<file path="config.mk">
export PLATFORM = sky130hd
export DESIGN_NAME = wb_write_arbiter_flat
export DESIGN_NICKNAME = d
export VERILOG_FILES = /design/src/rtl/wb_write_arbiter_if.sv /design/src/rtl/wb_write_arbiter.sv /design/src/flat_wrapper.sv
export SDC_FILE = /design/constraint.sdc
export NUM_CORES = 1
export LEC_CHECK = 0
export ABC_AREA = 1
export BUFFER_PORTS_ARGS = -buffer_cell sky130_fd_sc_hd__buf_2
export CORE_UTILIZATION = 50
export CTS_BUF_LIST = sky130_fd_sc_hd__clkbuf_4
export DETAILED_ROUTE_END_ITERATION = 10
export PLACE_DENSITY = 0.72
export SYNTH_ARGS = -nofsm -noshare
export SYNTH_HDL_FRONTEND = slang
export SYNTH_SLANG_ARGS = --single-unit
</file>
<file path="constraint.sdc">
create_clock -name clock -period 6 [get_ports clock]
set_input_delay 0.6 -clock clock [delete_from_list [all_inputs] [get_ports clock]]
set_output_delay 0.6 -clock clock [all_outputs]
set_load 0.05 [all_outputs]
</file>
<file path="src/rtl/wb_write_arbiter_if.sv">
// Writeback-side bundle for wb_write_arbiter: pipeline and mult/div sources in,
// register-file write port, flow control and hazard mask out.
interface wb_write_arbiter_if;
  logic        wb_valid;
  logic [4:0]  wb_reg;
  logic [31:0] wb_data;
  logic        md_valid;
  logic [4:0]  md_reg;
  logic [31:0] md_data;
  logic        md_ready;
  logic        wb_stall;
  logic [31:0] pending_mask;
  logic        ctrl_writeEnable;
  logic [4:0]  ctrl_writeReg;
  logic [31:0] data_writeReg;

  modport slave (
    input  wb_valid, wb_reg, wb_data, md_valid, md_reg, md_data,
    output md_ready, wb_stall, pending_mask, ctrl_writeEnable, ctrl_writeReg, data_writeReg
  );

  modport master (
    output wb_valid, wb_reg, wb_data, md_valid, md_reg, md_data,
    input  md_ready, wb_stall, pending_mask, ctrl_writeEnable, ctrl_writeReg, data_writeReg
  );
endinterface

</file>
<file path="src/rtl/wb_write_arbiter.sv">
// Single-write-port arbiter: pipeline writeback has priority, mult/div results wait
// in a FIFO and are forced out by a one-cycle pipeline stall if they starve.
module wb_write_arbiter #(
  parameter int unsigned DEPTH        = 4,
  parameter int unsigned STARVE_LIMIT = 8
) (
  input logic                clock,
  input logic                ctrl_reset,
  wb_write_arbiter_if.slave  bus
);

  localparam int unsigned PtrW = $clog2(DEPTH);
  localparam int unsigned CntW = PtrW + 1;
  localparam int unsigned StW  = $clog2(STARVE_LIMIT + 1);

  logic [4:0]      mem_reg_q  [DEPTH];
  logic [4:0]      mem_reg_d  [DEPTH];
  logic [31:0]     mem_data_q [DEPTH];
  logic [31:0]     mem_data_d [DEPTH];
  logic [PtrW-1:0] head_q, head_d, tail_q, tail_d;
  logic [CntW-1:0] count_q, count_d;
  logic [StW-1:0]  starve_q, starve_d;
  logic            stall_q, stall_d;
  logic            we_q, we_d;
  logic [4:0]      wreg_q, wreg_d;
  logic [31:0]     wdata_q, wdata_d;

  logic            slot_taken, empty, ready, push, pop;
  logic [PtrW-1:0] offs;
  logic [31:0]     pending;

  always_comb begin
    slot_taken = bus.wb_valid && (bus.wb_reg != 5'd0) && !stall_q;
    empty      = (count_q == '0);
    ready      = (count_q != CntW'(DEPTH));
    // Results for reg 0 are acknowledged but never queued.
    push       = bus.md_valid && ready && (bus.md_reg != 5'd0);
    pop        = !slot_taken && !empty;

    mem_reg_d  = mem_reg_q;
    mem_data_d = mem_data_q;
    if (push) begin
      mem_reg_d[tail_q]  = bus.md_reg;
      mem_data_d[tail_q] = bus.md_data;
    end

    head_d  = pop  ? head_q + 1'b1 : head_q;
    tail_d  = push ? tail_q + 1'b1 : tail_q;
    count_d = count_q + CntW'(push) - CntW'(pop);

    starve_d = (pop || empty) ? '0 : starve_q + 1'b1;
    // A stall cycle always pops, so the stall can never repeat back-to-back.
    stall_d  = !pop && !empty && (starve_q == StW'(STARVE_LIMIT - 1));

    we_d    = 1'b0;
    wreg_d  = wreg_q;
    wdata_d = wdata_q;
    if (slot_taken) begin
      we_d    = 1'b1;
      wreg_d  = bus.wb_reg;
      wdata_d = bus.wb_data;
    end else if (pop) begin
      we_d    = 1'b1;
      wreg_d  = mem_reg_q[head_q];
      wdata_d = mem_data_q[head_q];
    end
  end

  // Entry i is live when its distance from head is below the occupancy.
  always_comb begin
    pending = '0;
    offs    = '0;
    for (int unsigned i = 0; i < DEPTH; i++) begin
      offs = PtrW'(i) - head_q;
      if ({1'b0, offs} < count_q) begin
        pending[mem_reg_q[i]] = 1'b1;
      end
    end
    pending[0] = 1'b0;
  end

  always_ff @(posedge clock) begin
    if (ctrl_reset) begin
      head_q   <= '0;
      tail_q   <= '0;
      count_q  <= '0;
      starve_q <= '0;
      stall_q  <= 1'b0;
      we_q     <= 1'b0;
      wreg_q   <= '0;
      wdata_q  <= '0;
    end else begin
      head_q   <= head_d;
      tail_q   <= tail_d;
      count_q  <= count_d;
      starve_q <= starve_d;
      stall_q  <= stall_d;
      we_q     <= we_d;
      wreg_q   <= wreg_d;
      wdata_q  <= wdata_d;
    end
  end

  always_ff @(posedge clock) begin
    mem_reg_q  <= mem_reg_d;
    mem_data_q <= mem_data_d;
  end

  assign bus.md_ready         = ready;
  assign bus.wb_stall         = stall_q;
  assign bus.pending_mask     = pending;
  assign bus.ctrl_writeEnable = we_q;
  assign bus.ctrl_writeReg    = wreg_q;
  assign bus.data_writeReg    = wdata_q;

endmodule

</file>
<file path="src/flat_wrapper.sv">
// flat-port wrapper written by rule: the top's interface ports become plain ports
module wb_write_arbiter_flat 
#(
  parameter int unsigned DEPTH        = 4,
  parameter int unsigned STARVE_LIMIT = 8
)
  (clock, ctrl_reset, bus_wb_valid, bus_wb_reg, bus_wb_data, bus_md_valid, bus_md_reg, bus_md_data, bus_md_ready, bus_wb_stall, bus_pending_mask, bus_ctrl_writeEnable, bus_ctrl_writeReg, bus_data_writeReg);
  wb_write_arbiter_if bus_i ();
  input logic clock;
  input logic ctrl_reset;
  input wire logic [$bits(bus_i.wb_valid)-1:0] bus_wb_valid;
  input wire logic [$bits(bus_i.wb_reg)-1:0] bus_wb_reg;
  input wire logic [$bits(bus_i.wb_data)-1:0] bus_wb_data;
  input wire logic [$bits(bus_i.md_valid)-1:0] bus_md_valid;
  input wire logic [$bits(bus_i.md_reg)-1:0] bus_md_reg;
  input wire logic [$bits(bus_i.md_data)-1:0] bus_md_data;
  output wire logic [$bits(bus_i.md_ready)-1:0] bus_md_ready;
  output wire logic [$bits(bus_i.wb_stall)-1:0] bus_wb_stall;
  output wire logic [$bits(bus_i.pending_mask)-1:0] bus_pending_mask;
  output wire logic [$bits(bus_i.ctrl_writeEnable)-1:0] bus_ctrl_writeEnable;
  output wire logic [$bits(bus_i.ctrl_writeReg)-1:0] bus_ctrl_writeReg;
  output wire logic [$bits(bus_i.data_writeReg)-1:0] bus_data_writeReg;
  assign bus_i.wb_valid = bus_wb_valid;
  assign bus_i.wb_reg = bus_wb_reg;
  assign bus_i.wb_data = bus_wb_data;
  assign bus_i.md_valid = bus_md_valid;
  assign bus_i.md_reg = bus_md_reg;
  assign bus_i.md_data = bus_md_data;
  assign bus_md_ready = bus_i.md_ready;
  assign bus_wb_stall = bus_i.wb_stall;
  assign bus_pending_mask = bus_i.pending_mask;
  assign bus_ctrl_writeEnable = bus_i.ctrl_writeEnable;
  assign bus_ctrl_writeReg = bus_i.ctrl_writeReg;
  assign bus_data_writeReg = bus_i.data_writeReg;
  wb_write_arbiter #(.DEPTH(DEPTH), .STARVE_LIMIT(STARVE_LIMIT)) u_core (.clock(clock), .ctrl_reset(ctrl_reset), .bus(bus_i));
endmodule
</file>
==> reports/qor.csv, run 1 <==
stage;metric;value;unit
status;outcome;finished, final reports clean;
routing;initial drt markers;694;
synth;EDFF count, synth;148;
floorplan;die area;0.0195;mm²
routing;WL per Instance;16.2;µm
final_layout;Area Overhead vs Synth;12.2;%
floorplan;core area;0.0183;mm²
floorplan;die height;140;µm
synth;largest area contributor in the netlist;edfxtp_1;
synth;synth top area cells;edfxtp_1, nand2_1, dfxtp_1;
clocking;Resized Gates After CTS;0;
placed_design;HPWL Detailed;16.4;mm
sta;RSZ-0062 raised after global routing;no;
clocking;Clock Latency Late Sink;600;ps
routing;Post-Route WL;24.1;mm
synth;post-synthesis sequential area ratio;0.575;
power;power share of the combinational group;0.396;
setup_path;CP cell instances;nand2_1 > inv_2 > nor2_1 > ha_1 > nand3_2 > nand2_2 > nor2_1 > nand3_1 > nand3_1 > buf_2;
synth;Mapped Area;0.00947;mm²
floorplan;IO Count;150;
synth;Cells after Synth;1107;
floorplan;Die X;140;µm
routing;Routed Antenna Nets;0;
power;P_leak;4.93;nW
sta;Setup Skew;19.2;ps
clocking;clock slew at reported path FFs;160;ps
setup_path;WP data arrival;3680;ps
clocking;Max Root-Sink Buffers;2;
placed_design;GP Congestion;0.958;
sta;Hold Vio Cnt, Final;0;
setup_path;crit start category;flip-flop;
job;max_cap viols;0;
sta;fmax;0.234;GHz
final_layout;# fillers;1644;
synth;Mean Syn Cell Area;8.55;µm²
synth;synth warn;0;
global_route;initial antenna violation count;3;
clocking;CTS buffer count;17;
synth;FFs w/ async S/R, synth;0;
power;sequential share of power;0.440;
synth;top cells by count, synth;nand2_1, edfxtp_1, nand3_1;
global_route;number of global-route vias before repair;7312;
setup_path;R2R Setup Slk;3120;ps
routing;DRC violations left;0;
setup_path;Critical Path Max Stage Delay;840;ps
global_route;largest net degree at the start of global routing;52;
power;Sw Pwr;1.77;mW
clocking;CTS tree;built;
setup_path;Worst Setup Path Type;reg -> out;
clocking;CTS root buf;clkbuf_4;
global_route;GRT Residual Overflow;0;
clocking;hold buffers post-CTS;0;
floorplan;row cnt;49;
setup_path;Critical Path End Type;primary output;
setup_path;maximum fanout along the worst path;25;
setup_path;CP max stage cell;dfxtp_1;
final_layout;layout cells sized above 1;0.178;
sta;# setup viols final;0;
power;clock power share;0.164;
global_route;global-route wire length before repair;38.1;mm
synth;most common cell in the netlist;nand2_1;
sta;Fin Setup TNS;0;ps
final_layout;Layout Utilization;0.581;
routing;via count;7817;
global_route;Total GRT Usage;0.256;
routing;DR vias/cell;5.25;
synth;Post-Synthesis Net Count;1197;
power;VDD IR max;0.221;mV
power;Final Total Pwr;4.02;mW
power;switching part of the total power;0.439;
final_layout;Total Nets Final;1334;
hold_path;HP Class;in -> reg;
sta;Max transition margin;0.407;
sta;Final Critical Period;4280;ps
power;Internal;2.25;mW
synth;Synth top area share;0.469;
setup_path;CP Data Required Time;5400;ps
sta;crit share post-route;0.713;
synth;Main synth FF type;edfxtp_1;
sta;Final Max Tran Viols;0;
power;P per Cell Area;378;mW/mm²
clocking;Post-CTS Setup Inserts;0;
floorplan;Starting Density;0.518;
placed_design;PortBufs;148;
synth;synthesized flop and latch total;198;
synth;library cells used by synthesis;32;
clocking;CTS sink cnt;198;
sta;worst slew pin tran;889;ps
clocking;H-tree depth;4;
routing;total iterations of the first detailed-routing run;5;
final timing paths:
check,from,to,depth (start not counted)
max,u_core.head_q[1],bus_pending_mask[31],10
min,bus_md_data[26],u_core.mem_data_q[58],1
max reg2reg,u_core.bus.wb_stall,u_core.count_q[2],11
min reg2reg,u_core.starve_q[0],u_core.starve_q[0],1
layer usage:
metal	track usage	vias up	routed length, µm
met2	0.431	296	11400
li1	-	3896	-
met5	0	-	10
met4	0.0775	2	350
met3	0.0516	31	1770
met1	0.334	3592	10600
layout make-up:
type                    count  area [µm²]  area share
flip-flops and latches    198        5450       0.513
multi-input cells         794        3540       0.333
repair buffers            155         793      0.0747
inverters                  78         295      0.0278
well taps                 229         287      0.0270
clock buffers              18         135      0.0127
clock inverters            14         123      0.0115
diodes                      2        5.00    0.000471
flip-flops by register name, indices dropped and copies added (netlist names):
name                         count
u_core.tail_q                    2
u_core.bus.ctrl_writeEnable      1
u_core.bus.data_writeReg        32
u_core.head_q                    2
u_core.count_q                   3
u_core.bus.ctrl_writeReg         5
u_core.bus.wb_stall              1
u_core.mem_data_q              128
u_core.mem_reg_q                20
u_core.starve_q                  4
cells in the final DEF (no fill, tap or decap), drive strengths merged:
cell type  Yosys  final
a21oi          4      4
nand2        503    503
clkbuf         9     18
nor2          84     84
diode          0      2
conb           1      1
inv           77     83
o21ai          9      9
clkinv         1      7
nor3          23     23
clkinvlp       0      1
ha            11     11
xor2           2      2
nand3        122    122
edfxtp       148    148
nand4         32     32
fa             1      1
nand3b         1      1
buf           28    155
or2            1      1
dfxtp         50     50
bufinv         0      1
critical path, delay by kind of cell (launching register included):
| family | cells | cell delay (ps) |
|---|---|---|
| flip-flops | 1 | 840 |
| AND/OR/NAND/NOR | 7 | 1180 |
| adder cells (fa/ha/maj) | 1 | 340 |
| buffers and inverters | 2 | 730 |
cells by family (layout without fill, tap and decap cells):
logic type,after synthesis,after routing,share of synthesized area
xor gates and xnor gates,2,2,0.00185
DFF,198,198,0.575
and+or+nand+nor,766,766,0.345
other,1,3,0.000396
AOI/OAI and AO/OA,13,13,0.00687
adders and majority gates,12,12,0.0166
buffers and inverters,115,265,0.0543
through the flow:
step,cells,hold slack [ps],area (µm²),setup slack (ps)
6_report,1488,209,10600,1720
5_1_grt,1487,169,10600,1440
4_1_cts,1486,171,10600,1720
3_5_place_dp,1454,444,10400,2400
3_3_place_gp,1454,435,10400,2510
2_1_floorplan,1107,418,9470,2700
power groups by stage:
stage               combinational (mW)  sequential, mW  clock (mW)
global route                      1.74            1.79       0.722
detailed placement                1.58            1.80           0
CTS                               1.59            1.77       0.674
global placement                  1.56            1.80           0
finish                            1.59            1.77       0.660
floorplan                        0.989            1.97           0
Power figures use the tool's default switching activity.
==> inputs of run 2 (changes only) <==
--- a/config.mk
+++ b/config.mk
@@ -5,12 +5,12 @@
 export SDC_FILE = /design/constraint.sdc
 export NUM_CORES = 1
 export LEC_CHECK = 0
-export ABC_AREA = 1
+export ABC_AREA = 0
 export BUFFER_PORTS_ARGS = -buffer_cell sky130_fd_sc_hd__buf_2
 export CORE_UTILIZATION = 50
 export CTS_BUF_LIST = sky130_fd_sc_hd__clkbuf_4
 export DETAILED_ROUTE_END_ITERATION = 10
-export PLACE_DENSITY = 0.72
+export PLACE_DENSITY = 0.75
 export SYNTH_ARGS = -nofsm -noshare
 export SYNTH_HDL_FRONTEND = slang
 export SYNTH_SLANG_ARGS = --single-unit
==> constraint.sdc (replaced) <==
create_clock -name clock -period 3.66 [get_ports clock]
set_input_delay 0.366 -clock clock [delete_from_list [all_inputs] [get_ports clock]]
set_output_delay 0.366 -clock clock [all_outputs]
set_load 0.05 [all_outputs]
==> reports/qor.csv, run 2 <==
stage;metric;value;unit;change
status;outcome;finished, final reports clean;;
final_layout;Area Overhead vs Synth;18.5;%;
global_route;global-route wire length before repair;33.9;mm;-11%
synth;Synth top area share;0.503;;+0.0336
synth;top cells by count, synth;edfxtp_1, nand2_1, nor2_1;;
final_layout;most frequent cells in the layout;buf_2, edfxtp_1, nand2_1;;
global_route;initial antenna violation count;1;;-2
setup_path;WP data arrival;3080;ps;-600 ps
synth;synth top area cells;edfxtp_1, dfxtp_1, mux4_2;;
sta;worst slew pin tran;1060;ps;+175 ps
synth;EDFF count, synth;148;;unchanged
power;VDD IR max;0.365;mV;+65%
synth;FFs w/ async S/R, synth;0;;unchanged
setup_path;Critical Path End Type;primary output;;
routing;via count;6381;;-18%
clocking;Max Root-Sink Buffers;2;;unchanged
clocking;CTS buffer count;17;;unchanged
setup_path;crit start category;flip-flop;;
clocking;CTS sink cnt;198;;unchanged
setup_path;CP Data Required Time;3290;ps;-2110 ps
setup_path;top cell family by delay on the critical path;compound AO/OA/AOI/OAI gates;;
floorplan;Die X;135;µm;-3.4%
global_route;number of global-route vias before repair;6319;;-14%
synth;library cells used by synthesis;56;;+75%
floorplan;die height;135;µm;-3.4%
routing;DRC violations left;0;;unchanged
sta;Hold Vio Cnt, Final;0;;unchanged
synth;Mapped Area;0.00884;mm²;-6.7%
placed_design;GP Congestion;0.963;;+0.53%
power;P_leak;3.77;nW;-24%
clocking;Post-CTS Setup Inserts;0;;unchanged
power;P per Cell Area;614;mW/mm²;+62%
sta;fmax;0.290;GHz;
final_layout;Total Nets Final;907;;-32%
placed_design;PortBufs;148;;unchanged
routing;initial drt markers;495;;-29%
sta;Max transition margin;0.291;;-0.116
floorplan;Starting Density;0.511;;-0.00743
clocking;CTS tree;built;;
clocking;CTS root buf;clkbuf_4;;
routing;DR vias/cell;6.04;;+15%
setup_path;Buf/Inv on CP;2;;unchanged
floorplan;row cnt;48;;-2.0%
synth;Mean Syn Cell Area;13.7;µm²;+61%
placed_design;HPWL Detailed;15.0;mm;-8.6%
global_route;largest net degree at the start of global routing;47;;-9.6%
synth;synthesized flop and latch total;198;;unchanged
clocking;H-tree depth;4;;unchanged
hold_path;HP Class;in -> reg;;
clocking;Clock Latency Late Sink;590;ps;about the same
final_layout;layout cells sized above 1;0.295;;+0.117
routing;WL per Instance;21.0;µm;+29%
routing;total iterations of the first detailed-routing run;6;;+1
sta;RSZ-0062 raised after global routing;no;;
final_layout;most flop-heavy register;u_core.mem_data_q;;
job;max_cap viols;0;;unchanged
setup_path;CP max stage cell;a2111oi_4;;
synth;Post-Synthesis Net Count;733;;-39%
floorplan;IO Count;150;;unchanged
final_layout;Largest register FFs;128;;unchanged
sta;Fin Setup TNS;0;ps;unchanged
synth;Cells after Synth;643;;-42%
sta;# setup viols final;0;;unchanged
setup_path;CP cell instances;inv_1 > ha_1 > nor2b_1 > a2111oi_4 > o2bb2a_1 > o221ai_1 > buf_2;;
floorplan;die area;0.0182;mm²;-6.6%
synth;Main synth FF type;edfxtp_1;;
setup_path;maximum fanout along the worst path;8;;-68%
placed_design;Post-Place Setup Slack;658;ps;-1740 ps
sta;Setup Skew;22.1;ps;+2.92 ps
sta;final setup margin;218;ps;-1510 ps
global_route;Total GRT Usage;0.249;;-0.00709
routing;Post-Route WL;22.1;mm;-8.3%
synth;most common cell in the netlist;edfxtp_1;;
global_route;GRT Residual Overflow;0;;unchanged
synth;post-synthesis sequential area ratio;0.616;;+0.0412
setup_path;Critical Path Max Stage Delay;660;ps;-180 ps
synth;largest area contributor in the netlist;edfxtp_1;;
sta;Final Max Tran Viols;0;;unchanged
clocking;clock slew at reported path FFs;150;ps;about the same
floorplan;core area;0.0173;mm²;-5.3%
sta;Final Critical Period;3440;ps;
sta;crit share post-route;0.941;;
routing;Routed Antenna Nets;0;;unchanged
synth;synth warn;0;;unchanged
setup_path;Worst Setup Path Type;reg -> out;;
==> run 2: through the flow <==
step	hold slack, ps	utilization	power [mW]	cell area [µm²]	std cells
finish	40.7	0.605	6.43	10500	1056
floorplan	417	-	4.61	8840	643
global route	13.0	0.605	6.73	10500	1056
global placement	427	0.566	5.17	9780	987
CTS	1.31	0.605	6.46	10500	1055
detailed placement	440	0.566	5.23	9780	987
==> run 2: worst paths after layout <==
path                             from                    to  slack, ps  cells after the start
setup / recovery    u_core.count_q[1]  bus_pending_mask[18]        220                      7
hold / removal          bus_md_reg[0]   u_core.mem_reg_q[5]         40                      1
setup reg to reg  u_core.bus.wb_stall     u_core.count_q[2]       1270                     11
hold reg to reg    u_core.starve_q[3]   u_core.bus.wb_stall        460                      1
==> run 2: cells by family after synthesis <==
group | Yosys count | synth area share
flops | 198 | 0.616
buf+inv | 54 | 0.0255
fa+ha+maj | 12 | 0.0178
mux | 40 | 0.0980
xor+xnor | 6 | 0.00595
simple gates | 173 | 0.0943
compound gates | 159 | 0.142
other cells | 1 | 0.000424
==> run 2: cell type report <==
class                   count  area (µm²)
fillers                  1371        6830
flip-flops and latches    198        5450
multi-input cells         391        3200
repair buffers            192        1160
well taps                 225         282
clock inverters            15         180
clock buffers              17         128
inverters                  17        63.8
diodes                      1        2.50
==> run 2: power breakdown <==
part | internal [mW] | switching [mW]
Sequential | 2.72 | 0.160
Clock | 0.480 | 0.733
Combinational | 0.767 | 1.57
Total | 3.97 | 2.46
==> run 2: timing repair <==
action                                  CTS  global route
gates cloned                              0             0
endpoints found under the setup margin    1             9
endpoints found under the hold margin   141             0
hold buffers                             36             0
pin swaps                                 0             1
gates resized for setup                   1             2
==> run 2: layer usage <==
metal  vias up  track usage  wire length (µm)
met5         -            0                 0
li1       2880            -                 -
met2       314        0.419             11100
met3        39       0.0556              1560
met4         0       0.0843               371
met1      3148        0.319              9040
